--- config.mk ---
export PLATFORM = sky130hd
export DESIGN_NAME = mos6502s_indirect_fetch_ctrl
export DESIGN_NICKNAME = d
export VERILOG_FILES = /design/src/rtl/mos6502s_indirect_fetch_ctrl.sv
export SDC_FILE = /design/constraint.sdc
export NUM_CORES = 1
export LEC_CHECK = 0
export ABC_CLOCK_PERIOD_IN_PS = 6700
export CAP_MARGIN = 20
export CORE_AREA = 5 5 90 92
export CTS_BUF_LIST = sky130_fd_sc_hd__clkbuf_8
export DETAILED_ROUTE_END_ITERATION = 8
export DIE_AREA = 0 0 95 97
export GPL_TIMING_DRIVEN = 0
export PLACE_DENSITY = 0.84
export SYNTH_ARGS = -nofsm -noshare
export SYNTH_HDL_FRONTEND = slang
export SYNTH_SLANG_ARGS = --single-unit
--- constraint.sdc ---
create_clock -name i_clk -period 6.7 [get_ports i_clk]
set_input_delay 1.675 -clock i_clk [delete_from_list [all_inputs] [get_ports i_clk]]
set_output_delay 1.675 -clock i_clk [all_outputs]
set_load 0.1 [all_outputs]
--- src/rtl/mos6502s_indirect_fetch_ctrl.sv ---
// Resolves 6502 indirect, (zp,X) and (zp),Y effective addresses
// by fetching the two pointer bytes over a stallable read port.
//
// Ports:
//   i_clk, i_rst            clock, async active-high reset
//   i_start, i_mode         request and addressing mode (9/A/B)
//   i_operand_lo/hi         instruction operand bytes
//   i_x_reg, i_y_reg        index registers
//   o_mem_addr, o_mem_rd    read request to memory
//   i_mem_rdata, i_mem_ready read data and completion
//   o_busy, o_done          status; done is a one-cycle pulse
//   o_eff_addr, o_page_cross, o_error  result, valid with done
module mos6502s_indirect_fetch_ctrl (
  input  logic        i_clk,
  input  logic        i_rst,
  input  logic        i_start,
  input  logic [3:0]  i_mode,
  input  logic [7:0]  i_operand_lo,
  input  logic [7:0]  i_operand_hi,
  input  logic [7:0]  i_x_reg,
  input  logic [7:0]  i_y_reg,
  output logic [15:0] o_mem_addr,
  output logic        o_mem_rd,
  input  logic [7:0]  i_mem_rdata,
  input  logic        i_mem_ready,
  output logic        o_busy,
  output logic        o_done,
  output logic [15:0] o_eff_addr,
  output logic        o_page_cross,
  output logic        o_error
);

  typedef enum logic [1:0] {
    S_IDLE = 2'd0,
    S_LO   = 2'd1,
    S_HI   = 2'd2,
    S_DONE = 2'd3
  } state_t;

  state_t      r_state;
  state_t      w_next;
  logic [3:0]  r_mode;
  logic [7:0]  r_lo;
  logic [7:0]  r_hi;
  logic [7:0]  r_x;
  logic [7:0]  r_y;
  logic [7:0]  r_ptr_l;
  logic [15:0] r_eff;
  logic        r_pc;
  logic        r_err;

  logic        w_mode_ok;
  logic [7:0]  w_zp;
  logic [15:0] w_lo_ptr;
  logic [15:0] w_hi_ptr;
  logic [15:0] w_base;
  logic [15:0] w_eff_b;
  logic [8:0]  w_lsum;

  assign w_mode_ok = (i_mode == 4'h9) ||
                     (i_mode == 4'hA) ||
                     (i_mode == 4'hB);

  assign w_zp    = r_lo + r_x;
  assign w_base  = {i_mem_rdata, r_ptr_l};
  assign w_eff_b = w_base + {8'h00, r_y};
  assign w_lsum  = {1'b0, r_ptr_l} + {1'b0, r_y};

  // Pointer high byte never carries into the page byte:
  // the 6502 wraps within the page (mode 9) or zero page.
  always_comb begin
    w_lo_ptr = 16'h0000;
    w_hi_ptr = 16'h0000;
    unique case (1'b1)
      (r_mode == 4'h9): begin
        w_lo_ptr = {r_hi, r_lo};
        w_hi_ptr = {r_hi, r_lo + 8'd1};
      end
      (r_mode == 4'hA): begin
        w_lo_ptr = {8'h00, w_zp};
        w_hi_ptr = {8'h00, w_zp + 8'd1};
      end
      default: begin
        w_lo_ptr = {8'h00, r_lo};
        w_hi_ptr = {8'h00, r_lo + 8'd1};
      end
    endcase
  end

  always_ff @(posedge i_clk or posedge i_rst) begin
    if (i_rst) r_state <= S_IDLE;
    else       r_state <= w_next;
  end

  always_comb begin
    w_next     = r_state;
    o_mem_rd   = 1'b0;
    o_mem_addr = 16'h0000;
    o_busy     = 1'b1;
    o_done     = 1'b0;
    case (r_state)
      S_IDLE: begin
        o_busy = 1'b0;
        if (i_start)
          w_next = w_mode_ok ? S_LO : S_DONE;
      end
      S_LO: begin
        o_mem_rd   = 1'b1;
        o_mem_addr = w_lo_ptr;
        if (i_mem_ready) w_next = S_HI;
      end
      S_HI: begin
        o_mem_rd   = 1'b1;
        o_mem_addr = w_hi_ptr;
        if (i_mem_ready) w_next = S_DONE;
      end
      S_DONE: begin
        o_done = 1'b1;
        w_next = S_IDLE;
      end
      default: w_next = S_IDLE;
    endcase
  end

  always_ff @(posedge i_clk or posedge i_rst) begin
    if (i_rst) begin
      r_mode  <= 4'h0;
      r_lo    <= 8'h00;
      r_hi    <= 8'h00;
      r_x     <= 8'h00;
      r_y     <= 8'h00;
      r_ptr_l <= 8'h00;
      r_eff   <= 16'h0000;
      r_pc    <= 1'b0;
      r_err   <= 1'b0;
    end else begin
      case (r_state)
        S_IDLE: begin
          if (i_start) begin
            r_mode <= i_mode;
            r_lo   <= i_operand_lo;
            r_hi   <= i_operand_hi;
            r_x    <= i_x_reg;
            r_y    <= i_y_reg;
            if (!w_mode_ok) begin
              r_eff <= 16'h0000;
              r_pc  <= 1'b0;
              r_err <= 1'b1;
            end
          end
        end
        S_LO: begin
          if (i_mem_ready) r_ptr_l <= i_mem_rdata;
        end
        S_HI: begin
          if (i_mem_ready) begin
            r_err <= 1'b0;
            if (r_mode == 4'hB) begin
              r_eff <= w_eff_b;
              r_pc  <= w_lsum[8];
            end else begin
              r_eff <= w_base;
              r_pc  <= 1'b0;
            end
          end
        end
        default: ;
      endcase
    end
  end

  assign o_eff_addr   = r_eff;
  assign o_page_cross = r_pc;
  assign o_error      = r_err;

endmodule

==> impl_table.tex <==
\begin{tabular}{lr}
\hline
Metric & Value \\
\hline
\multicolumn{2}{l}{\textbf{Detailed routing}} \\
\quad Final routed wire length divided by cell count & 17.4 um \\
\quad DR vias/cell & 5.79 \\
\quad TritonRoute pass-1 iters & 5 \\
\quad Remaining routing DRC violations & 0 \\
\quad Sum of routed wire length over all layers & 10200 um \\
\quad Via count of the routed design & 3399 \\
\quad DRT iter0 DRCs & 203 \\
\quad Number of nets with antenna violations after detailed routing & 0 \\
\multicolumn{2}{l}{\textbf{Setup path}} \\
\quad Biggest fanout along the worst timing path & 7 \\
\quad Reg2reg start & r\_ptr\_l[0]\$\_DFFE\_PP0P\_ \\
\quad Sort of element at the start of the critical path & flip-flop \\
\quad Kind of capture point of the worst setup path & output pin \\
\quad Data required time of the worst path & 5.03 ns \\
\quad Worst reg2reg endpoint & o\_eff\_addr[10]\$\_DFFE\_PP0P\_ \\
\quad Endpoint of the most critical setup path & o\_mem\_addr[7] \\
\quad Path depth of the worst reg2reg path & 10 \\
\quad CP max stage cell & sky130\_fd\_sc\_hd\_\_clkdlybuf4s50\_1 \\
\quad CP startpoint & r\_lo[0]\$\_DFFE\_PP0P\_ \\
\quad Data arrival time of the critical path & 4.03 ns \\
\quad Largest stage delay on the critical path & 1.15 ns \\
\quad Worst path cell trace & ha\_1, inv\_1, fa\_1, nand2b\_1, a21oi\_1, nor4\_1, a311oi\_2, nor3\_2, xnor2\_1, o211ai\_1, clkdlybuf4s50\_1 \\
\quad Category of the critical setup timing path & reg -> out \\
\quad Flop-to-flop setup slack & 4.30 ns \\
\multicolumn{2}{l}{\textbf{Timing}} \\
\quad Worst clock skew on the final layout & 0.00434 ns \\
\quad Post-layout minimum cycle time & 5.71 ns \\
\quad Final-layout setup total negative slack & 0 ns \\
\quad Actual slew at the worst max-slew pin & 0.981 ns \\
\quad Hold Fails Final Rpt & 0 \\
\quad Unrepaired setup endpoints after global routing & no \\
\quad Maximum operating frequency & 0.175 GHz \\
\quad Count of endpoints failing setup in the final report & 0 \\
\quad Max transition margin & 34.4\% \\
\quad Final Max Slew Viols & 0 \\
\quad Tcrit/Tclk final & 85.2\% \\
\multicolumn{2}{l}{\textbf{Floorplanning}} \\
\quad Starting utilization of the core area & 55.3\% \\
\quad Top-level port count & 85 \\
\quad Die Ht & 97 um \\
\quad Placeable Area & 7140 um2 \\
\quad Number of placement rows & 31 \\
\quad Floorplan die area & 9220 um2 \\
\quad X dimension of the die & 95 um \\
\multicolumn{2}{l}{\textbf{Clocking}} \\
\quad Clock Sink Count & 64 \\
\quad Number of CTS-inserted buffers & 9 \\
\quad Clock Tree Buf Depth & 2 \\
\quad Cells resized by post-CTS repair & 0 \\
\quad Skew-Pair Late Insertion Delay & 0.35 ns \\
\quad Clock slew at reported path FFs & 0.07 ns \\
\quad TritonCTS clock tree & built \\
\quad Number of hold buffers added after CTS & 0 \\
\quad \# H-tree levels & 3 \\
\quad Number of buffers added for setup after CTS & 0 \\
\quad CTS Root Buffer Type & sky130\_fd\_sc\_hd\_\_clkbuf\_8 \\
\multicolumn{2}{l}{\textbf{Run status}} \\
\quad Run status & finished clean \\
\multicolumn{2}{l}{\textbf{Synth}} \\
\quad Mean instance size in the synthesized netlist & 10.2 um2 \\
\quad Number of enable-type register cells in the synthesized netlist & 0 \\
\quad Summed instance area of the synthesized netlist & 3950 um2 \\
\quad Number of warnings issued by yosys & 0 \\
\quad Seq cells post-synth & 64 \\
\quad Synthesized instance count & 386 \\
\quad Dominant register cell in the synthesized netlist & sky130\_fd\_sc\_hd\_\_dfrtp\_1 \\
\quad Async S/R FF share, synth & 100\% \\
\quad Number of nets in the synthesized netlist & 458 \\
\quad Yosys cell types & 59 \\
\quad Sequential share of the synthesized area & 40.5\% \\
\multicolumn{2}{l}{\textbf{Final layout}} \\
\quad Post-route cell area & 5160 um2 \\
\quad Fill count & 559 \\
\quad Leading cell type in the layout, fill and taps excluded & sky130\_fd\_sc\_hd\_\_clkdlybuf4s50\_1 \\
\quad Post-layout instance count excluding filler cells & 587 \\
\quad Net total in the final layout & 555 \\
\quad Ant. Diodes & 0 \\
\quad Ratio of cells with drive above 1 in the final layout & 15.6\% \\
\quad Most used cells in the layout excluding fill and tap cells & sky130\_fd\_sc\_hd\_\_clkdlybuf4s50\_1, sky130\_fd\_sc\_hd\_\_dfrtp\_1, sky130\_fd\_sc\_hd\_\_nand2\_1, sky130\_fd\_sc\_hd\_\_mux2\_2, sky130\_fd\_sc\_hd\_\_ha\_1 \\
\quad Layout overhead on the synthesized area & 30.6\% \\
\multicolumn{2}{l}{\textbf{Run}} \\
\quad Number of violations of the max-capacitance limit & 0 \\
\multicolumn{2}{l}{\textbf{Placed design}} \\
\quad Gpl congestion & 0.871 \\
\quad Placed cell count & 571 \\
\quad DP Wirelength & 7520 um \\
\quad PortBufs & 84 \\
\quad Placed standard-cell area & 4940 um2 \\
\multicolumn{2}{l}{\textbf{Worst hold path}} \\
\quad Hold/Removal Path Class & reg -> reg \\
\multicolumn{2}{l}{\textbf{Global route}} \\
\quad Number of global-route vias before repair & 3376 \\
\quad Overall global routing resource usage & 23.0\% \\
\quad Pin count of the biggest net entering global routing & 41 \\
\quad Total gr overflow & 0 \\
\quad Global-route wire length before repair & 16700 um \\
\quad Initial antenna violation count & 0 \\
\hline
\end{tabular}
## cells in the mapped netlist, types with 3 or more instances
master | instances | area (um2)
sky130_fd_sc_hd__nand3_1 | 16 | 80.1
sky130_fd_sc_hd__ha_1 | 22 | 275
sky130_fd_sc_hd__o211ai_1 | 5 | 37.5
sky130_fd_sc_hd__nand2_1 | 44 | 165
sky130_fd_sc_hd__nand4_1 | 3 | 18.8
sky130_fd_sc_hd__mux2i_1 | 5 | 50.1
sky130_fd_sc_hd__and3_1 | 3 | 18.8
sky130_fd_sc_hd__mux2_2 | 43 | 484
sky130_fd_sc_hd__and2_1 | 9 | 56.3
sky130_fd_sc_hd__clkbuf_1 | 9 | 33.8
sky130_fd_sc_hd__dfrtp_1 | 64 | 1600
sky130_fd_sc_hd__o21ai_1 | 6 | 30.0
sky130_fd_sc_hd__nor2_1 | 12 | 45.0
sky130_fd_sc_hd__a21oi_1 | 13 | 65.1
sky130_fd_sc_hd__nor3_1 | 6 | 30.0
sky130_fd_sc_hd__xor2_1 | 12 | 105
sky130_fd_sc_hd__nor2b_1 | 6 | 37.5
sky130_fd_sc_hd__a32oi_1 | 4 | 35.0
sky130_fd_sc_hd__inv_1 | 17 | 63.8
sky130_fd_sc_hd__xnor2_1 | 16 | 140
sky130_fd_sc_hd__o21ai_0 | 21 | 105
sky130_fd_sc_hd__a21o_1 | 3 | 22.5
sky130_fd_sc_hd__a211oi_2 | 3 | 37.5
## worst max-delay path, delay by kind of cell (launching register included)
family	cells	cell delay, ns
flip-flops	1	0.48
AND/OR/NAND/NOR	3	0.38
adder cells (fa/ha/maj)	2	0.62
buffers and inverters	2	1.21
AO/OA/AOI/OAI	3	0.85
XOR/XNOR	1	0.14
## sequential cells by signal, indices dropped and copies added (netlist names)
name / flops
o_eff_addr: 16
r_ptr_l: 8
o_page_cross: 1
r_y: 8
r_lo: 8
r_state: 2
r_hi: 8
r_x: 8
r_mode: 4
o_error: 1
## cells by family after synthesis
family	after synthesis	share of synthesized area [%]
XOR/XNOR	29	6.62
multiplexers	48	13.5
adder cells (fa/ha/maj)	24	7.98
AO/OA/AOI/OAI	80	14.4
buffers and inverters	29	2.91
AND/OR/NAND/NOR	112	14.0
flip-flops	64	40.5
## cell type report
cell class              count  area (um2)  share of cell area (%)
plain buffers              12        51.3                   0.994
clock buffers              10         138                    2.67
clock inverters             6        82.6                    1.60
inverters                  17        63.8                    1.24
multi-input cells         293        2230                    43.3
flip-flops and latches     64        1600                    31.0
well taps                  99         124                    2.40
repair buffers             86         866                    16.8
## per-stage QoR
| step | hold slack [ns] | setup slack, ns | utilization, % |
|---|---|---|---|
| floorplan | 0.465 | 0.952 | - |
| global placement | 0.470 | 1.45 | 68.9 |
| detailed placement | 0.477 | 1.39 | 69.2 |
| CTS | 0.493 | 0.976 | 72.3 |
| global route | 0.514 | 0.755 | 72.3 |
| finish | 0.482 | 0.994 | 72.3 |
## routing by layer
layer	vias to the layer above	track usage, %	routed length (um)
met5	-	0	0
met4	0	6.44	197
met3	17	6.36	734
met2	151	36.6	5030
met1	1654	30.4	4240
li1	1577	-	-
## how the worst min path moves through the flow
stage                                    startpoint                         to  cells after the start  slack, ns
after detailed placement  o_eff_addr[2]$_DFFE_PP0P_  o_eff_addr[2]$_DFFE_PP0P_                      2       0.48
after global placement    o_eff_addr[0]$_DFFE_PP0P_  o_eff_addr[0]$_DFFE_PP0P_                      2       0.47
after CTS                 o_eff_addr[2]$_DFFE_PP0P_  o_eff_addr[2]$_DFFE_PP0P_                      2       0.49
final                     o_eff_addr[2]$_DFFE_PP0P_  o_eff_addr[2]$_DFFE_PP0P_                      2       0.48
after global routing      o_eff_addr[0]$_DFFE_PP0P_  o_eff_addr[0]$_DFFE_PP0P_                      2       0.51
after floorplan               r_mode[2]$_DFFE_PP0P_      r_mode[2]$_DFFE_PP0P_                      2       0.47
Power is left out: the tool's default activity adds up to more than one toggle a clock period on the data nets, which glitch-free logic cannot reach.
